### src/rtl/txstream_pkg.sv
// txstream_pkg
//   Shared definitions for the TX IQ de-streamer: the packet geometry
//   constants, the byte-parser state type and a saturating counter helper.
package txstream_pkg;

    localparam int unsigned TX_PAYLOAD_LEN   = 1028;
    localparam int unsigned SAMPLES_PER_PKT  = 256;
    localparam int unsigned SEQ_BYTES        = 4;
    localparam int unsigned BYTES_PER_SAMPLE = 4;

    typedef enum logic [2:0] {
        ST_IDLE,
        ST_SEQ,
        ST_I1,
        ST_I0,
        ST_Q1,
        ST_Q0,
        ST_DRAIN
    } state_t;

    function automatic logic [15:0] sat_inc16(input logic [15:0] v);
        return (v == '1) ? v : v + 16'd1;
    endfunction

endpackage

### src/rtl/txstream_seqchk.sv
// txstream_seqchk
//   Packet sequence tracker. Holds the sequence number expected in the next
//   packet. The first packet seen after arming only loads the expectation;
//   later packets flag an error when their number differs from it. The
//   expectation always follows the received number + 1 (32-bit wrap is
//   therefore not an error).
//   Only instantiated when TXSTREAM_SEQCHK_EN is defined.
// Ports:
//   i_clk, i_reset  clock, synchronous active-high reset (unarms)
//   i_rearm         level: drop the armed state (streaming disabled)
//   i_strobe        one cycle: i_seq holds a complete received seq number
//   i_seq           received 32-bit sequence number
//   o_err           combinational error pulse, coincident with i_strobe
module txstream_seqchk (
    input  logic        i_clk,
    input  logic        i_reset,
    input  logic        i_rearm,
    input  logic        i_strobe,
    input  logic [31:0] i_seq,
    output logic        o_err
);

    logic        r_armed;
    logic [31:0] r_expected;

    assign o_err = i_strobe & r_armed & (i_seq != r_expected);

    always_ff @(posedge i_clk) begin
        if (i_reset) begin
            r_armed    <= 1'b0;
            r_expected <= '0;
        end else if (i_rearm) begin
            r_armed    <= 1'b0;
        end else if (i_strobe) begin
            r_armed    <= 1'b1;
            r_expected <= i_seq + 32'd1;
        end
    end

endmodule

### src/rtl/txstream.sv
// txstream
//   TX IQ de-streamer. Parses host UDP payloads (4-byte big-endian sequence
//   number followed by 256 samples of {I hi, I lo, Q hi, Q lo}) and issues one
//   32-bit {I,Q} write per sample to the TX FIFO.
//   Optional feature: define TXSTREAM_SEQCHK_EN to enable sequence-gap
//   counting; otherwise seq bytes are discarded and seq_err_count is 0.
// Ports:
//   clk, reset        clock, synchronous active-high reset
//   run, have_ip      streaming enable qualifiers
//   udp_rx_active     payload byte valid (contiguous within a packet)
//   udp_rx_data       payload byte
//   udp_rx_length     payload length, valid on the first active cycle
//   tx_wrfull         TX FIFO full
//   tx_data           {I[15:0], Q[15:0]}, registered
//   tx_wrreq          one-cycle FIFO write strobe, registered
//   seq_err_count     saturating count of sequence gaps
//   drop_count        saturating count of dropped packets / samples
module txstream
    import txstream_pkg::*;
(
    input  logic        clk,
    input  logic        reset,
    input  logic        run,
    input  logic        have_ip,
    input  logic        udp_rx_active,
    input  logic [7:0]  udp_rx_data,
    input  logic [10:0] udp_rx_length,
    input  logic        tx_wrfull,
    output logic [31:0] tx_data,
    output logic        tx_wrreq,
    output logic [15:0] seq_err_count,
    output logic [15:0] drop_count
);

    state_t      r_state, w_state_nxt;
    logic [1:0]  r_seq_idx, w_seq_idx_nxt;
    logic [7:0]  r_samp, w_samp_nxt;
    logic [7:0]  r_i_hi, r_i_lo, r_q_hi;
    logic        r_act_d;
    logic [31:0] r_tx_data;
    logic        r_tx_wrreq;
    logic [15:0] r_drop;

    logic        w_ok;
    logic        w_drop_inc;
    logic        w_seq_byte;
    logic        w_seq_last;
    logic        w_cap_ihi, w_cap_ilo, w_cap_qhi;
    logic        w_do_write;

    assign w_ok = run & have_ip;

    always_ff @(posedge clk) begin
        if (reset) begin
            r_state   <= ST_IDLE;
            r_seq_idx <= '0;
            r_samp    <= '0;
            r_act_d   <= 1'b0;
        end else begin
            r_state   <= w_state_nxt;
            r_seq_idx <= w_seq_idx_nxt;
            r_samp    <= w_samp_nxt;
            r_act_d   <= udp_rx_active;
        end
    end

    always_comb begin
        w_state_nxt   = r_state;
        w_seq_idx_nxt = r_seq_idx;
        w_samp_nxt    = r_samp;
        w_drop_inc    = 1'b0;
        w_seq_byte    = 1'b0;
        w_seq_last    = 1'b0;
        w_cap_ihi     = 1'b0;
        w_cap_ilo     = 1'b0;
        w_cap_qhi     = 1'b0;
        w_do_write    = 1'b0;
        case (r_state)
            ST_IDLE: begin
                if (udp_rx_active) begin
                    // Active in IDLE while it was already active last cycle
                    // means bytes beyond a complete packet: drain them.
                    if (r_act_d || !w_ok) begin
                        w_state_nxt = ST_DRAIN;
                    end else if (udp_rx_length == 11'(TX_PAYLOAD_LEN)) begin
                        w_seq_byte    = 1'b1;
                        w_seq_idx_nxt = '0;
                        w_samp_nxt    = '0;
                        w_state_nxt   = ST_SEQ;
                    end else begin
                        w_drop_inc  = 1'b1;
                        w_state_nxt = ST_DRAIN;
                    end
                end
            end
            ST_DRAIN: begin
                if (!udp_rx_active) begin
                    w_state_nxt = ST_IDLE;
                end
            end
            ST_SEQ, ST_I1, ST_I0, ST_Q1, ST_Q0: begin
                if (!udp_rx_active) begin
                    // Truncated packet; any partial sample is abandoned.
                    w_drop_inc  = 1'b1;
                    w_state_nxt = ST_IDLE;
                end else if (!w_ok) begin
                    w_state_nxt = ST_DRAIN;
                end else begin
                    case (r_state)
                        ST_SEQ: begin
                            w_seq_byte = 1'b1;
                            if (r_seq_idx == 2'(SEQ_BYTES - 2)) begin
                                w_seq_last  = 1'b1;
                                w_state_nxt = ST_I1;
                            end else begin
                                w_seq_idx_nxt = r_seq_idx + 2'd1;
                            end
                        end
                        ST_I1: begin
                            w_cap_ihi   = 1'b1;
                            w_state_nxt = ST_I0;
                        end
                        ST_I0: begin
                            w_cap_ilo   = 1'b1;
                            w_state_nxt = ST_Q1;
                        end
                        ST_Q1: begin
                            w_cap_qhi   = 1'b1;
                            w_state_nxt = ST_Q0;
                        end
                        ST_Q0: begin
                            w_do_write = 1'b1;
                            if (r_samp == 8'(SAMPLES_PER_PKT - 1)) begin
                                w_state_nxt = ST_IDLE;
                            end else begin
                                w_samp_nxt  = r_samp + 8'd1;
                                w_state_nxt = ST_I1;
                            end
                        end
                        default: ;
                    endcase
                end
            end
            default: w_state_nxt = ST_IDLE;
        endcase
    end

    always_ff @(posedge clk) begin
        if (reset) begin
            r_i_hi     <= '0;
            r_i_lo     <= '0;
            r_q_hi     <= '0;
            r_tx_data  <= '0;
            r_tx_wrreq <= 1'b0;
            r_drop     <= '0;
        end else begin
            if (w_cap_ihi) r_i_hi <= udp_rx_data;
            if (w_cap_ilo) r_i_lo <= udp_rx_data;
            if (w_cap_qhi) r_q_hi <= udp_rx_data;
            r_tx_wrreq <= w_do_write & ~tx_wrfull;
            if (w_do_write && !tx_wrfull) begin
                r_tx_data <= {r_i_hi, r_i_lo, r_q_hi, udp_rx_data};
            end
            // A full FIFO costs the sample, not the packet.
            if (w_drop_inc || (w_do_write && tx_wrfull)) begin
                r_drop <= sat_inc16(r_drop);
            end
        end
    end

    assign tx_data    = r_tx_data;
    assign tx_wrreq   = r_tx_wrreq;
    assign drop_count = r_drop;

`ifdef TXSTREAM_SEQCHK_EN
    logic [23:0] r_seq_hi;
    logic [15:0] r_seq_err;
    logic        w_seq_err;

    always_ff @(posedge clk) begin
        if (reset) begin
            r_seq_hi  <= '0;
            r_seq_err <= '0;
        end else begin
            if (w_seq_byte) r_seq_hi <= {r_seq_hi[15:0], udp_rx_data};
            if (w_seq_err)  r_seq_err <= sat_inc16(r_seq_err);
        end
    end

    // Streaming disabled keeps the tracker unarmed, so the first packet
    // after run/have_ip return only reloads the expectation.
    txstream_seqchk u_seqchk (
        .i_clk    (clk),
        .i_reset  (reset),
        .i_rearm  (~w_ok),
        .i_strobe (w_seq_last),
        .i_seq    ({r_seq_hi, udp_rx_data}),
        .o_err    (w_seq_err)
    );

    assign seq_err_count = r_seq_err;
`else
    logic w_unused_seq;
    assign w_unused_seq  = w_seq_byte ^ w_seq_last;
    assign seq_err_count = '0;
`endif

endmodule

### config.mk
export PLATFORM = sky130hd
export DESIGN_NAME = txstream
export DESIGN_NICKNAME = d
export VERILOG_FILES = /design/src/rtl/txstream_pkg.sv /design/src/rtl/txstream_seqchk.sv /design/src/rtl/txstream.sv
export SDC_FILE = /design/constraint.sdc
export NUM_CORES = 1
export LEC_CHECK = 0
export CAP_MARGIN = 15
export CORE_ASPECT_RATIO = 1.75
export CORE_MARGIN = 5
export CORE_UTILIZATION = 50
export CTS_CLUSTER_SIZE = 8
export DETAILED_ROUTE_END_ITERATION = 16
export DONT_BUFFER_PORTS = 1
export SKIP_LAST_GASP = 1
export SYNTH_ARGS = -nofsm -noshare
export SYNTH_HDL_FRONTEND = slang
export SYNTH_SLANG_ARGS = --single-unit
### constraint.sdc
create_clock -name clk -period 4.3 [get_ports clk]
set_clock_uncertainty 0.15 [all_clocks]
set_input_delay 0.645 -clock clk [delete_from_list [all_inputs] [get_ports clk]]
set_output_delay 0.645 -clock clk [all_outputs]
set_load 0.02 [all_outputs]
# == Yosys cells after proc, flatten, opt, wreduce, memory -nomap -nowiden ==
# Index checks and enable logic that the tools add are counted.
# Widths: inputs -> output; s select.
# classes
bitwise_logic,4
n_reduce_logical,13
n_eq_ne,22
add_sub_neg,3
n_mux,47
# op_table
cell,count
$mux 8,7
$mux 3,7
$mux 1,20
$ne 2x2->1 const B,10
$add 16x1->16 const B,1
$eq 16x16->1 const B,1
$mux 2,8
$pmux 8 s2,1
$reduce_and 8->1,2
$pmux 3 s5,1
$eq 11x11->1 const B,1
$eq 3x3->1 const B,3
$pmux 3 s3,1
$add 8x1->8 const B,1
$eq 8x8->1 const B,1
$ne 8x8->1 const B,1
$eq 3x2->1 const B,2
$ne 5x5->1 const B,1
$reduce_or 5->1,1
$pmux 2 s2,1
$reduce_and 4->1,1
$eq 3x1->1 const B,1
$logic_not 3->1,1
$add 2x1->2 const B,1
other kinds (9),14
# word_totals
ff_bits,87
out_inout_bits,65
elab_cells,99

# == Logic depth before layout (Yosys ltp) ==
# Gate-level depths: netlist of run 1.
# logic_depth
depth_word,8
mapped_depth,8

# == Worst setup path before layout of run 1 ==
# No wires, ideal clock.
# synth_path
kind,input to register
start,input port udp_rx_active
end,register r_drop[10] (netlist: drop_count[10])
cell_stages,7
setup_slack_ns,1.927
required_time_ns,4.027
arrival_ns,2.100
setup_time_ns,0.123
path_cell_list,buf_2 -> and3_1 -> nand2_1 -> o22a_1 -> buf_6 -> nor4b_1 -> mux2_1
# synth_between
elab_chain_cells,5
word_cells_on_any_way,8
cone_classes,mux: 5; reduce/logical: 3
# synth_rtl
item,line,rtl
"start, declared",txstream.sv:25,"input logic udp_rx_active,"
$mux 1,txstream.sv:102,if (!udp_rx_active) begin
$mux 1,txstream.sv:78,case (r_state)
$logic_and 1x1->1,txstream.sv:165,if (w_drop_inc || (w_do_write && tx_wrfull)) begin
$logic_or 1x1->1 (*),txstream.sv:165,
$reduce_and 2->1 (no source line) (*),n/a,
"end signal, assigned",txstream.sv:166,r_drop <= sat_inc16(r_drop);
"end, declared",txstream.sv:42,logic [15:0] r_drop;
# Mark *: on every way between the ends. The rest lies on a longest branch, timed or not.
# A chain may end at the register's enable or synchronous reset.

# == Final worst setup path of run 1 ==
# layout_path
start,register r_drop[1] (netlist: drop_count[1])
end,register r_drop[10] (netlist: drop_count[10])
# layout_between
elab_chain_cells,3
word_cells_on_any_way,4
cone_classes,add/sub: 1; eq/ne: 1; bitwise: 1; reduce/logical: 1
# layout_rtl
item
"parallel branches: the longest is 3 deep, another holds $add 16x1->16"
# Several ways; the timed one is not identified.

==> results of run 1 <==
-- registers in the layout, summed over array words and instances, names as in the netlist --
name / count
drop_count: 16
r_act_d: 1
r_i_hi: 8
r_i_lo: 8
r_q_hi: 8
r_samp: 8
r_seq_idx: 2
r_state: 3
tx_data: 32
tx_wrreq: 1
-- kinds of logic after synthesis --
| kind of cell | count (synthesis) | share of synthesized area (%) |
|---|---|---|
| adders and majority gates | 3 | 0.961 |
| buffers and inverters | 49 | 6.69 |
| and+or+nand+nor | 210 | 26.4 |
| other | 1 | 0.0960 |
| muxes | 31 | 8.07 |
| AOI/OAI and AO/OA | 84 | 13.2 |
| DFF | 87 | 44.6 |
-- metal layers --
layer / routed length, µm / up-vias / share of wire (%) / track usage [%]
li1: - / 1580 / - / -
met4: 193 / 0 / 2.1 / 8.44
met2: 5020 / 72 / 54 / 34.0
met5: 0 / - / 0 / 0
met1: 3440 / 1496 / 37 / 19.5
met3: 564 / 14 / 6.1 / 6.17
-- per-stage QoR --
step	hold WS (ns)	cells
4_1_cts	0.215	542
6_report	0.222	543
3_3_place_gp	0.283	526
5_1_grt	0.208	543
2_1_floorplan	0.281	480
3_5_place_dp	0.287	526
-- Yosys cell counts (3+ instances only) --
cell / n / area (µm²)
mux2_2: 3 / 33.8
nor3_1: 12 / 60.1
o21ai_0: 6 / 30.0
inv_1: 5 / 18.8
nand3_1: 17 / 85.1
and3_1: 8 / 50.1
nor4_1: 7 / 43.8
clkbuf_1: 18 / 67.6
or3_1: 7 / 43.8
a21oi_1: 49 / 245
nand2_1: 83 / 312
nor2_1: 39 / 146
nor2b_1: 6 / 37.5
ha_1: 3 / 37.5
a31oi_1: 3 / 18.8
nand2b_1: 5 / 31.3
a311oi_1: 5 / 43.8
mux2i_1: 27 / 270
buf_4: 16 / 120
nand4_1: 3 / 18.8
buf_2: 8 / 40.0
o31ai_1: 6 / 45.0
dfxtp_1: 87 / 1740
and2_1: 3 / 18.8
or4_1: 4 / 30.0
-- cell usage in the layout (no fill, tap or decap), types with 7 or more instances in the layout --
| master | Yosys | final |
|---|---|---|
| dfxtp_1 | 87 | 87 |
| nor4_1 | 7 | 7 |
| nand2_1 | 83 | 83 |
| clkbuf_16 | 0 | 9 |
| nor2_1 | 39 | 39 |
| mux2i_1 | 27 | 27 |
| nor3_1 | 12 | 10 |
| or3_1 | 7 | 7 |
| and3_1 | 8 | 8 |
| a21oi_1 | 49 | 49 |
| conb_1 | 1 | 16 |
| nand3_1 | 17 | 17 |
-- report_power, final --
part / internal, W / leakage, nW / switching, W
clock: 0.000457 / 0.144 / 0.000334
sequential: 0.000818 / 0.702 / 0.0000312
combinational: 0.0000493 / 0.556 / 0.0000897
-- worst max path at each step --
| stage | slack, ns | cells after the start | start | endpoint |
|---|---|---|---|---|
| 2_1_floorplan | 1.93 | 7 | udp_rx_active | drop_count[10] |
| 3_3_place_gp | 1.62 | 6 | drop_count[1] | drop_count[10] |
| 3_5_place_dp | 1.55 | 6 | drop_count[1] | drop_count[10] |
| 4_1_cts | 1.54 | 6 | drop_count[1] | drop_count[10] |
| 5_1_grt | 1.33 | 6 | drop_count[0] | drop_count[10] |
| 6_report | 1.49 | 6 | drop_count[1] | drop_count[10] |
-- area by class of cell --
cell class,count,area [µm²],share of cell area (%)
clock buffers,9,225,5.38
inverters,5,18.8,0.448
repair buffers,3,42.5,1.02
flip-flops and latches,87,1740,41.6
well taps,88,110,2.63
clock inverters,7,78.8,1.88
multi-input cells,344,1970,47.0
==> out/qor.csv, run 1 <==
metric,value,unit
status,completed,
cts_resized,0,
worst_slew_pin_slew,1.05,ns
path_clk_slew,0.07,ns
rrSetupSlack,1.49,ns
period_needed,2.81,ns
path_buf_inv,0,
gp_congestion,0.773,
die-height,127,µm
wl_per_cell,17.0,µm
nNetsFinal,478,
antenna_cells,0,
syn_inst,465,
startpoint_type,register,
cp.arrival,2.88,ns
p_per_area,425,nW/µm²
initial_core_util,51.3,%
end_kind,register,
tritoncts,yes,
grt_usage,18.8,%
cts.sinks,87,
holdCritPathClass,input port to register,
hold_depth,1,
vias,3162,
finalHoldViolations,0,
timing.rr.start,drop_count[1],
grt_antenna_before_repair,0,
crit_required,4.38,ns
final.setup.tns,0,ns
grt_max_degree,90,
io_pins,90,
core,7620,µm²
synth_area_per_cell,8.40,µm²
final_layout_size_suffix_gt1_share,7.25,%
cpMaxStageDelayCell,nor3_2,
wirelength,9220,µm
async_reset_ff_share,0,%
cpPeakStageDelay,0.90,ns
portBuffers,0,
maxCapViolations,0,
drt-pass1-iter-count,4,
die-area,9750,µm²
rr_worst_depth,6,
peakVddDrop,0.287,mV
rsz0062_at_grt,no,
die_w,76.8,µm
drc,0,
clk_latency,0.33,ns
yosys_warnings,0,
post-route-period-util,65.3,%
synthDistinctLibCells,53,
grt_pass1_vias,3013,
placed_cell_area,3850,µm²
setup_ws,1.49,ns
post-cts-setup-buffers,0,
synth_edf_count,0,
whs_endpoint,drop_count[2],
timing.final.max_slew_violations,0,
syn_to_final_growth,7.18,%
grt_pass1_wl,15000,µm
drt_iter0_markers,168,
cts_buffers,9,
syn_area,3910,µm²
finalCoreUtilization,54.9,%
synth_flop_cell,dfxtp_1,
cts_buffer_depth,2,
ant_nets,0,
setup_viol,0,
p_total,0.00178,W
fin_area,4190,µm²
fill_cells,724,
via_per_inst,5.82,
ys_ff_latch,87,
postCtsHoldBufs,0,
maxSlewHeadroom,29.6,%
yosysSeqAreaShare,44.6,%
timing.rr.end,drop_count[10],
htree_num_levels,3,
p_leak,1.40,nW
core.rowCount,42,
fmax,0.356,GHz
dp_slack,1.55,ns
dp_hpwl,6440,µm
grt-ovfl-total,0,
crit_type,register to register,
cts-root-buf,clkbuf_16,
cp_max_fo,19,
crit_chain,ha_1 > and3_1 > nand3_1 > nor3_2 > nor4b_1 > mux2_1,
crit_family,simple AND/OR/NAND/NOR gates,
min_from,reset,
(Power assumes the default switching activity.)
==> run 2: changes to the inputs <==
Settings changed: PLACE_DENSITY set to 0.68.
Clock period 4.3 ns to 2.3 ns, I/O delays scaled along.
==> out/qor.csv, run 2 (synthesis gave the netlist of run 1 again) <==
metric,value,unit,change
hold_depth,2,,+1
tritoncts,yes,,
setup_viol,0,,unchanged
worst_slew_pin_slew,0.635,ns,-0.412 ns
grt_max_degree,77,,-14%
end_kind,register,,
placed_cell_area,4090,µm²,+6.0%
post-cts-setup-buffers,0,,unchanged
setup_ws,0.140,ns,-1.35 ns
p_total,0.00354,W,+99%
maxCapViolations,0,,unchanged
p_per_area,784,nW/µm²,+85%
ant_nets,0,,unchanged
drt-pass1-iter-count,4,,unchanged
final_cell_mix,"87 x dfxtp_1, 83 x nand2_1, 49 x a21oi_1",,
core,7620,µm²,unchanged
fill_cells,693,,-4.3%
holdCritPathClass,input port to register,,
grt_pass1_vias,3166,,+5.1%
finalHoldViolations,0,,unchanged
cts-root-buf,clkbuf_16,,
grt-ovfl-total,0,,unchanged
cts.sinks,87,,unchanged
rrSetupSlack,0.14,ns,-1.35 ns
rr_worst_depth,7,,+1
wl_per_cell,16.6,µm,-2.5%
min_from,udp_rx_data[2],,
dp_hpwl,6760,µm,+4.9%
vias,3290,,+4.0%
whs_endpoint,r_i_lo[2],,
nNetsFinal,515,,+7.7%
gp_congestion,0.856,,+11%
finalCoreUtilization,59.3,%,+4.4 points
initial_core_util,51.3,%,unchanged
fin_area,4520,µm²,+8.0%
grt_usage,19.6,%,+0.71 points
drt_iter0_markers,112,,-33%
startpoint_type,register,,
timing.rr.start,r_samp[0],,
status,completed,,
final_layout_size_suffix_gt1_share,12.8,%,+5.6 points
timing.rr.end,r_samp[4],,
wirelength,9600,µm,+4.2%
via_per_inst,5.67,,-2.6%
largest_register_ff_count,32,,unchanged
path_clk_slew,0.07,ns,about the same
core.rowCount,42,,unchanged
die_w,76.8,µm,unchanged
crit_required,2.40,ns,-1.98 ns
crit_type,register to register,,
antenna_cells,0,,unchanged
die-area,9750,µm²,unchanged
grt_antenna_before_repair,0,,unchanged
seq_area,1740,µm²,unchanged
post-route-period-util,93.9,%,+29 points
final.setup.tns,0,ns,unchanged
drc,0,,unchanged
peakVddDrop,0.528,mV,+84%
syn_to_final_growth,15.7,%,
final_common_cell,dfxtp_1,,
io_pins,90,,unchanged
rsz0062_at_grt,no,,
maxSlewHeadroom,57.4,%,+28 points
fmax,0.463,GHz,+30%
cp_max_fo,6,,-13
period_needed,2.16,ns,-0.648 ns
grt_pass1_wl,15500,µm,+3.8%
die-height,127,µm,unchanged
cts_buffers,9,,unchanged
p_leak,1.60,nW,+14%
dp_slack,0.0923,ns,-1.46 ns
clk_latency,0.34,ns,about the same
htree_num_levels,3,,unchanged
cts_buffer_depth,2,,unchanged
portBuffers,0,,unchanged
multiInputGateArea,1970,µm²,about the same
timing.final.max_slew_violations,0,,unchanged
cp.arrival,2.26,ns,-0.62 ns
run 2: cell types whose count changed in the layout (fill, tap and decap cells not counted):
cell	change
o22a_2	+1
dlygate4sd3_1	+8
buf_12	+1
buf_4	+28
bufinv_16	+1
o22a_1	-1
clkinvlp_4	-1
run 2: metal layers:
layer	part of all wire [%]	vias up	GRT usage, %
met1	37	1560	20.2
met2	56	72	37.0
met3	6.1	5	6.45
met5	0	-	0
li1	-	1653	-
met4	0.73	0	5.05
run 2: layout make-up:
type / instances / area share [%]
Sequential cell: 87 / 38.5
Multi-Input combinational cell: 344 / 43.6
Timing Repair Buffer: 40 / 7.81
Inverter: 5 / 0.415
Clock buffer: 9 / 4.98
Tap cell: 88 / 2.44
Clock inverter: 7 / 2.24
run 2: timing repair:
action / in CTS / in global routing
gates resized for setup: 0 / 1
endpoints found under the hold margin: 76 / 0
hold buffers: 9 / 0
setup endpoints to repair: 0 / 2
run 2: critical path, stage by stage, from the launching register on:
cell      delay [ns]
dfxtp_1         0.33
ha_1            0.24
nand3_1         0.14
nor3_1          0.07
buf_4           0.15
nor3_1          0.54
a41oi_1         0.20
a311oi_1        0.25
run 2: stage by stage:
stage	instances	hold WS [ns]
finish	580	0.00941
global route	580	0.00710
CTS	580	0.00163
detailed placement	555	0.275
global placement	555	0.272
floorplan	480	0.281
run 2: worst max-delay path by stage:
stage,to,slack (ns),start,cells after the start
2_1_floorplan,drop_count[5],0.11,drop_count[0],7
3_3_place_gp,r_state[1],0.1,udp_rx_length[6],5
3_5_place_dp,r_state[1],0.09,udp_rx_length[6],5
4_1_cts,drop_count[10],0.11,r_state[2],5
5_1_grt,r_samp[5],0.02,r_samp[0],7
6_report,r_samp[4],0.14,r_samp[0],7
run 2: power breakdown:
group / internal (W) / leakage, nW / total, W / switching [W]
registers: 0.00153 / 0.702 / 0.00156 / 0.0000267
logic: 0.000158 / 0.740 / 0.000396 / 0.000238
clock network: 0.000965 / 0.158 / 0.00159 / 0.000627
total: 0.00265 / 1.60 / 0.00354 / 0.000892
==> run 3: changes to the inputs <==
Settings changed: ABC_CLOCK_PERIOD_IN_PS set to 2300.
==> results of run 3 <==
The final DEF is identical to that of run 2; final timing and power are the same.
